File: src/rtl/riscv_pkg.sv
// Shared RISC-V constants used across the fetch front end.
// Latency: none (constants only).
// Backpressure: not applicable.
package riscv_pkg;

    // Default datapath width for address and instruction buses.
    localparam int XLEN_DEFAULT = 32;

    // Canonical NOP (ADDI x0,x0,0), used as the decode bubble instruction.
    localparam logic [31:0] NOP_INSTR = 32'h0000_0013;

    // Default number of prefetch queue entries.
    localparam int FQ_DEPTH_DEFAULT = 4;

endpackage

File: src/rtl/fetch_queue.sv
// Prefetch FIFO holding fetched {pc, pc+4, instr} entries between imem and decode.
// Latency: an entry pushed on an edge is visible at pop_dat after that edge.
// Backpressure: push ignored while full, pop ignored while empty; flush empties in one edge.
module fetch_queue #(
    parameter int WIDTH = 96,
    parameter int DEPTH = 4
) (
    input  logic                     clock,
    input  logic                     reset_n,
    input  logic                     push,
    input  logic [WIDTH-1:0]         push_dat,
    input  logic                     pop,
    input  logic                     flush,
    output logic [WIDTH-1:0]         pop_dat,
    output logic                     full,
    output logic                     empty,
    output logic [$clog2(DEPTH):0]   count
);

    localparam int AW = $clog2(DEPTH);
    localparam int CW = AW + 1;

    logic [WIDTH-1:0] mem_q [DEPTH];
    logic [AW-1:0]    wr_ptr_q, wr_ptr_d;
    logic [AW-1:0]    rd_ptr_q, rd_ptr_d;
    logic [CW-1:0]    count_q, count_d;
    logic             do_push;
    logic             do_pop;

    assign full    = (count_q == CW'(DEPTH));
    assign empty   = (count_q == '0);
    assign count   = count_q;
    assign pop_dat = mem_q[rd_ptr_q];

    // Pointer and occupancy update; flush wins over any push/pop in the same cycle.
    always_comb begin
        do_push  = push && !full && !flush;
        do_pop   = pop && !empty && !flush;
        wr_ptr_d = wr_ptr_q;
        rd_ptr_d = rd_ptr_q;
        count_d  = count_q;
        if (flush) begin
            wr_ptr_d = '0;
            rd_ptr_d = '0;
            count_d  = '0;
        end else begin
            if (do_push) begin
                wr_ptr_d = wr_ptr_q + AW'(1);
            end
            if (do_pop) begin
                rd_ptr_d = rd_ptr_q + AW'(1);
            end
            case ({do_push, do_pop})
                2'b10:   count_d = count_q + CW'(1);
                2'b01:   count_d = count_q - CW'(1);
                default: count_d = count_q;
            endcase
        end
    end

    // Control state; DEPTH is a power of two so pointers wrap naturally.
    always_ff @(posedge clock or negedge reset_n) begin
        if (!reset_n) begin
            wr_ptr_q <= '0;
            rd_ptr_q <= '0;
            count_q  <= '0;
        end else begin
            wr_ptr_q <= wr_ptr_d;
            rd_ptr_q <= rd_ptr_d;
            count_q  <= count_d;
        end
    end

    // Entry storage; contents are don't-care until counted as valid, so no reset.
    always_ff @(posedge clock) begin
        if (do_push) begin
            mem_q[wr_ptr_q] <= push_dat;
        end
    end

endmodule

File: src/rtl/fetch_queue_stage.sv
// Fetch stage: PC generation, one-cycle imem handshake, prefetch queue and decode register.
// Latency: request in cycle N -> queue at end of N+1 -> decode register at end of N+2.
// Backpressure: StallD holds decode and stops popping; fetch stops when queue + in-flight reach DEPTH.
module fetch_queue_stage
    import riscv_pkg::*;
#(
    parameter int              XLEN     = XLEN_DEFAULT,
    parameter int              DEPTH    = FQ_DEPTH_DEFAULT,
    parameter logic [XLEN-1:0] RESET_PC = '0
) (
    input  logic            clock,
    input  logic            reset_n,
    input  logic            PCSrcE,
    input  logic [XLEN-1:0] PCTargetE,
    input  logic            StallF,
    input  logic            StallD,
    input  logic            FlushD,
    output logic            imem_req,
    output logic [XLEN-1:0] imem_addr,
    input  logic [XLEN-1:0] imem_rdata,
    output logic [XLEN-1:0] InstrD,
    output logic [XLEN-1:0] PCD,
    output logic [XLEN-1:0] PCPlus4D,
    output logic            ValidD
);

    localparam int CW = $clog2(DEPTH) + 1;

    typedef struct packed {
        logic [XLEN-1:0] pc;
        logic [XLEN-1:0] pc_plus4;
        logic [XLEN-1:0] instr;
    } fq_entry_t;

    localparam fq_entry_t BUBBLE = {{(2*XLEN){1'b0}}, XLEN'(NOP_INSTR)};

    // Fetch state
    logic [XLEN-1:0] pc_q, pc_d;
    logic [XLEN-1:0] req_pc_q, req_pc_d;
    logic            inflight_q, inflight_d;

    // Decode register
    fq_entry_t       dec_q, dec_d;
    logic            vld_q, vld_d;

    // Queue interface
    fq_entry_t       push_dat;
    fq_entry_t       head;
    logic            q_push, q_pop, q_flush;
    logic            q_full, q_empty;
    logic [CW-1:0]   q_count;

    logic [CW:0]     occupancy;
    logic            fetch_go;
    logic            resp_stale;
    logic            unused_target_lsbs;

    // Redirect targets are forced word-aligned, so the low bits never matter.
    assign unused_target_lsbs = &{1'b0, PCTargetE[1:0]};

    assign imem_req  = fetch_go;
    assign imem_addr = pc_q;
    assign InstrD    = dec_q.instr;
    assign PCD       = dec_q.pc;
    assign PCPlus4D  = dec_q.pc_plus4;
    assign ValidD    = vld_q;

    // PC and request generation; a redirect overrides StallF and suppresses the request.
    always_comb begin
        occupancy  = {1'b0, q_count} + {{CW{1'b0}}, inflight_q};
        fetch_go   = !StallF && !PCSrcE && (occupancy < (CW+1)'(DEPTH));
        pc_d       = pc_q;
        if (PCSrcE) begin
            pc_d = {PCTargetE[XLEN-1:2], 2'b00};
        end else if (fetch_go) begin
            pc_d = pc_q + XLEN'(4);
        end
        req_pc_d   = fetch_go ? pc_q : req_pc_q;
        inflight_d = fetch_go;
    end

    // Response capture. Data is only ever outstanding for one cycle, so the
    // redirect edge that makes a response stale is the same edge its data
    // arrives on: dropping the push there is what discards it.
    always_comb begin
        resp_stale        = PCSrcE;
        push_dat.pc       = req_pc_q;
        push_dat.pc_plus4 = req_pc_q + XLEN'(4);
        push_dat.instr    = imem_rdata;
        q_push            = inflight_q && !resp_stale && !q_full;
        q_flush           = PCSrcE;
        q_pop             = !StallD && !FlushD && !q_empty;
    end

    // Decode register: flush beats stall; an empty queue yields a bubble.
    always_comb begin
        dec_d = dec_q;
        vld_d = vld_q;
        if (FlushD) begin
            dec_d = BUBBLE;
            vld_d = 1'b0;
        end else if (!StallD) begin
            if (!q_empty) begin
                dec_d = head;
                vld_d = 1'b1;
            end else begin
                dec_d = BUBBLE;
                vld_d = 1'b0;
            end
        end
    end

    // Fetch and decode state; reset drops everything and restarts at RESET_PC.
    always_ff @(posedge clock or negedge reset_n) begin
        if (!reset_n) begin
            pc_q       <= RESET_PC;
            req_pc_q   <= RESET_PC;
            inflight_q <= 1'b0;
            dec_q      <= BUBBLE;
            vld_q      <= 1'b0;
        end else begin
            pc_q       <= pc_d;
            req_pc_q   <= req_pc_d;
            inflight_q <= inflight_d;
            dec_q      <= dec_d;
            vld_q      <= vld_d;
        end
    end

    fetch_queue #(
        .WIDTH ($bits(fq_entry_t)),
        .DEPTH (DEPTH)
    ) u_queue (
        .clock    (clock),
        .reset_n  (reset_n),
        .push     (q_push),
        .push_dat (push_dat),
        .pop      (q_pop),
        .flush    (q_flush),
        .pop_dat  (head),
        .full     (q_full),
        .empty    (q_empty),
        .count    (q_count)
    );

endmodule

File: config.mk
export PLATFORM = sky130hd
export DESIGN_NAME = fetch_queue_stage
export DESIGN_NICKNAME = d
export VERILOG_FILES = /design/src/rtl/riscv_pkg.sv /design/src/rtl/fetch_queue.sv /design/src/rtl/fetch_queue_stage.sv
export SDC_FILE = /design/constraint.sdc
export NUM_CORES = 1
export LEC_CHECK = 0
export BUFFER_PORTS_ARGS = -buffer_cell sky130_fd_sc_hd__buf_2
export CAP_MARGIN = 20
export CORE_ASPECT_RATIO = 0.8
export CORE_UTILIZATION = 55
export DETAILED_ROUTE_END_ITERATION = 8
export PLACE_DENSITY = 0.77
export SLEW_MARGIN = 20
export SYNTH_ARGS = -nofsm -noshare
export SYNTH_HDL_FRONTEND = slang
export SYNTH_SLANG_ARGS = --single-unit
File: constraint.sdc
create_clock -name clock -period 7.87 [get_ports clock]
set_input_delay 1.574 -clock clock [delete_from_list [all_inputs] [get_ports clock]]
set_output_delay 1.574 -clock clock [all_outputs]
set_load 0.05 [all_outputs]
==> results.py <==
metrics = {
    "global_route": {
        "grt_max_degree": 94,
        "grt_overflow": 0,
        "grt_usage": 0.232,
        "grt_pass1_vias": 11500,
        "grt_pass1_wl_um": 66600,
        "antenna_found_initial": 0,
    },
    "layout": {
        "drive_above_1_share": 0.275,
        "nets": 1442,
        "area_growth_pct": 14.8,
        "final_common_cell": "edfxtp_1",
        "layout_common_cells": "368 x edfxtp_1, 194 x buf_2, 157 x dfrtp_1, 131 x nand2_1, 92 x mux4_2",
        "multiInputGateArea_um2": 5050,
        "fin_area_um2": 23500,
        "num_antenna_cells": 0,
        "stdcell_count": 1886,
        "seq_area_um2": 15100,
        "fillers": 2489,
    },
    "die": {
        "rows": 62,
        "die_w_um": 218,
        "initial_core_util": 0.565,
        "coreArea_um2": 36200,
        "io_pins": 200,
        "dieArea_um2": 38000,
        "dieHeight_um": 175,
    },
    "cts": {
        "cts_hold_buffers": 0,
        "cts-root-buf": "clkbuf_16",
        "clock-sinks": 530,
        "clk_pin_slew_worst_paths_ps": 60,
        "clk_path_buf_depth": 3,
        "cts_setup_buffers": 0,
        "h-tree-depth": 2,
        "numCtsBuffers": 50,
        "cts_resized": 0,
        "cts_tree": "built",
        "clkLatencyLatePin_ps": 570,
    },
    "synth": {
        "synth_area_per_cell_um2": 17.5,
        "synth_flop_cell": "edfxtp_1",
        "synth_cells": 1171,
        "async_reset_ff_frac": 0.306,
        "yosysTopAreaCell": "edfxtp_1",
        "synth_top_area_share": 0.540,
        "netlist_area_um2": 20500,
        "synth_edf_count": 368,
        "synth_cell_type_count": 53,
        "synth_area_leaders": "edfxtp_1 54%, dfrtp_1 19%, mux4_2 10%",
        "yosys_warnings": 0,
        "seq_area_frac_synth": 0.738,
        "ys_ff_latch": 530,
    },
    "routing": {
        "ant_nets": 0,
        "routedWlPerCell_um": 22.8,
        "drtPass1Iterations": 5,
        "viasPerCell": 6.05,
        "first_iter_violations": 1055,
        "via_count": 11400,
        "wl_um": 43000,
        "drc": 0,
    },
    "flow_run": {
        "maxCapViolCount": 0,
    },
    "power": {
        "ir_drop_uv": 240,
        "p_per_area_nw_per_um2": 270,
        "leakagePower_nw": 8.89,
    },
    "setup_path": {
        "cp-end-kind": "output port",
        "reg2regPathDepth": 6,
        "startpoint": "PCSrcE",
        "critical_path_class": "input port to output port",
        "reg2reg_from": "u_queue.count[0]",
        "r2r_end": "u_queue.mem_q[3][28]",
        "critPathLaunchType": "input port",
        "crit_fanout": 56,
        "rrSetupSlack_ps": 4910,
        "critPathCapture": "imem_req",
        "arrival_ps": 3120,
        "crit_required_ps": 6300,
    },
    "sta": {
        "rsz0062_at_grt": "no",
        "timing.final.crit_share": 0.596,
        "fin_worst_skew_ps": 17.0,
        "tightestPinTransition_ps": 1080,
        "finalSetupViolations": 0,
        "slew_viol_final": 0,
        "max_freq_mhz": 213,
        "totalNegativeSetupSlack_ps": 0,
        "period_needed_ps": 4690,
        "max_slew_margin": 0.280,
        "timing.hold.ws_ps": 495,
        "hold_viol_final": 0,
    },
    "placed_design": {
        "dp.cells": 1792,
        "place_area_um2": 21900,
        "port_buffers": 195,
        "hpwl_um": 25000,
        "place_congestion": 0.852,
    },
    "worst_hold_path": {
        "hold_path.class": "flip-flop to flip-flop",
    },
    "status": {
        "status": "finished, final reports clean",
    },
}
worst min-delay path by stage:
stage	start	cells after the start	to
after detailed placement	ValidD	2	ValidD
after global placement	ValidD	2	ValidD
after global routing	PCD[27]	1	PCD[27]
final	ValidD	2	ValidD
after floorplan	req_pc_q[3]	0	u_queue.mem_q[0][67]
after CTS	ValidD	2	ValidD
metrics by stage:
| step | power (W) | utilization | setup slack, ps |
|---|---|---|---|
| after floorplan | 0.00385 | - | 3120 |
| after global placement | 0.00407 | 0.604 | 3220 |
| after detailed placement | 0.00409 | 0.604 | 3190 |
| after CTS | 0.00639 | 0.648 | 3190 |
| after global routing | 0.00657 | 0.649 | 3050 |
| final | 0.00635 | 0.649 | 3180 |
registers in the layout, indices dropped and copies added, names as in the netlist, 3 cells and up:
name	count
PCD	31
u_queue.mem_q	368
req_pc_q	30
imem_addr	30
InstrD	32
u_queue.count	3
PCPlus4D	30
power breakdown:
group	switching (W)	total (W)	internal, W	leakage [nW]
Clock	0.000982	0.00231	0.00133	0.765
Sequential	0.000169	0.00335	0.00318	5.48
Combinational	0.000464	0.000689	0.000225	2.64
synth_stat cells (12+ instances only):
master and count:
edfxtp_1 368, dfrtp_1 159, nand2_1 132, mux4_2 92
a22o_1 89, clkbuf_1 42, nand3_1 34, xnor2_1 26
nor2_1 25, o21ai_0 25, and3_1 12
cell families (layout without fill, tap and decap cells):
logic type / Yosys count / in the layout / synth area share
DFF: 530 / 530 / 0.738
and+or+nand+nor: 264 / 264 / 0.0619
AOI/OAI and AO/OA: 163 / 163 / 0.0624
muxes: 94 / 94 / 0.102
buffers and inverters: 79 / 313 / 0.0161
xor gates and xnor gates: 33 / 33 / 0.0141
adders and majority gates: 7 / 7 / 0.00465
other: 1 / 2 / 0.000183
worst max-delay path, stage by stage:
cell and delay, ps:
buf_2 80, buf_4 440, nor3_1 160, nand2_2 100, buf_4 460, inv_2 70
buf_2 230
area by class of cell:
| type | instances | share of cell area |
|---|---|---|
| well taps | 480 | 0.0256 |
| multi-input cells | 563 | 0.215 |
| flip-flops and latches | 530 | 0.643 |
| clock buffers | 73 | 0.0609 |
| repair buffers | 208 | 0.0468 |
| clock inverters | 20 | 0.00644 |
| inverters | 12 | 0.00192 |
layer usage:
metal  vias to the layer above  routed length (µm)  GRT usage
met3                        55                3320     0.0383
met5                         -                   0          0
met2                       483               20500      0.360
met4                         0                 643     0.0552
li1                       4992                   -          -
met1                      5872               18500      0.346
No activity file was read; power rests on OpenSTA's default activity.
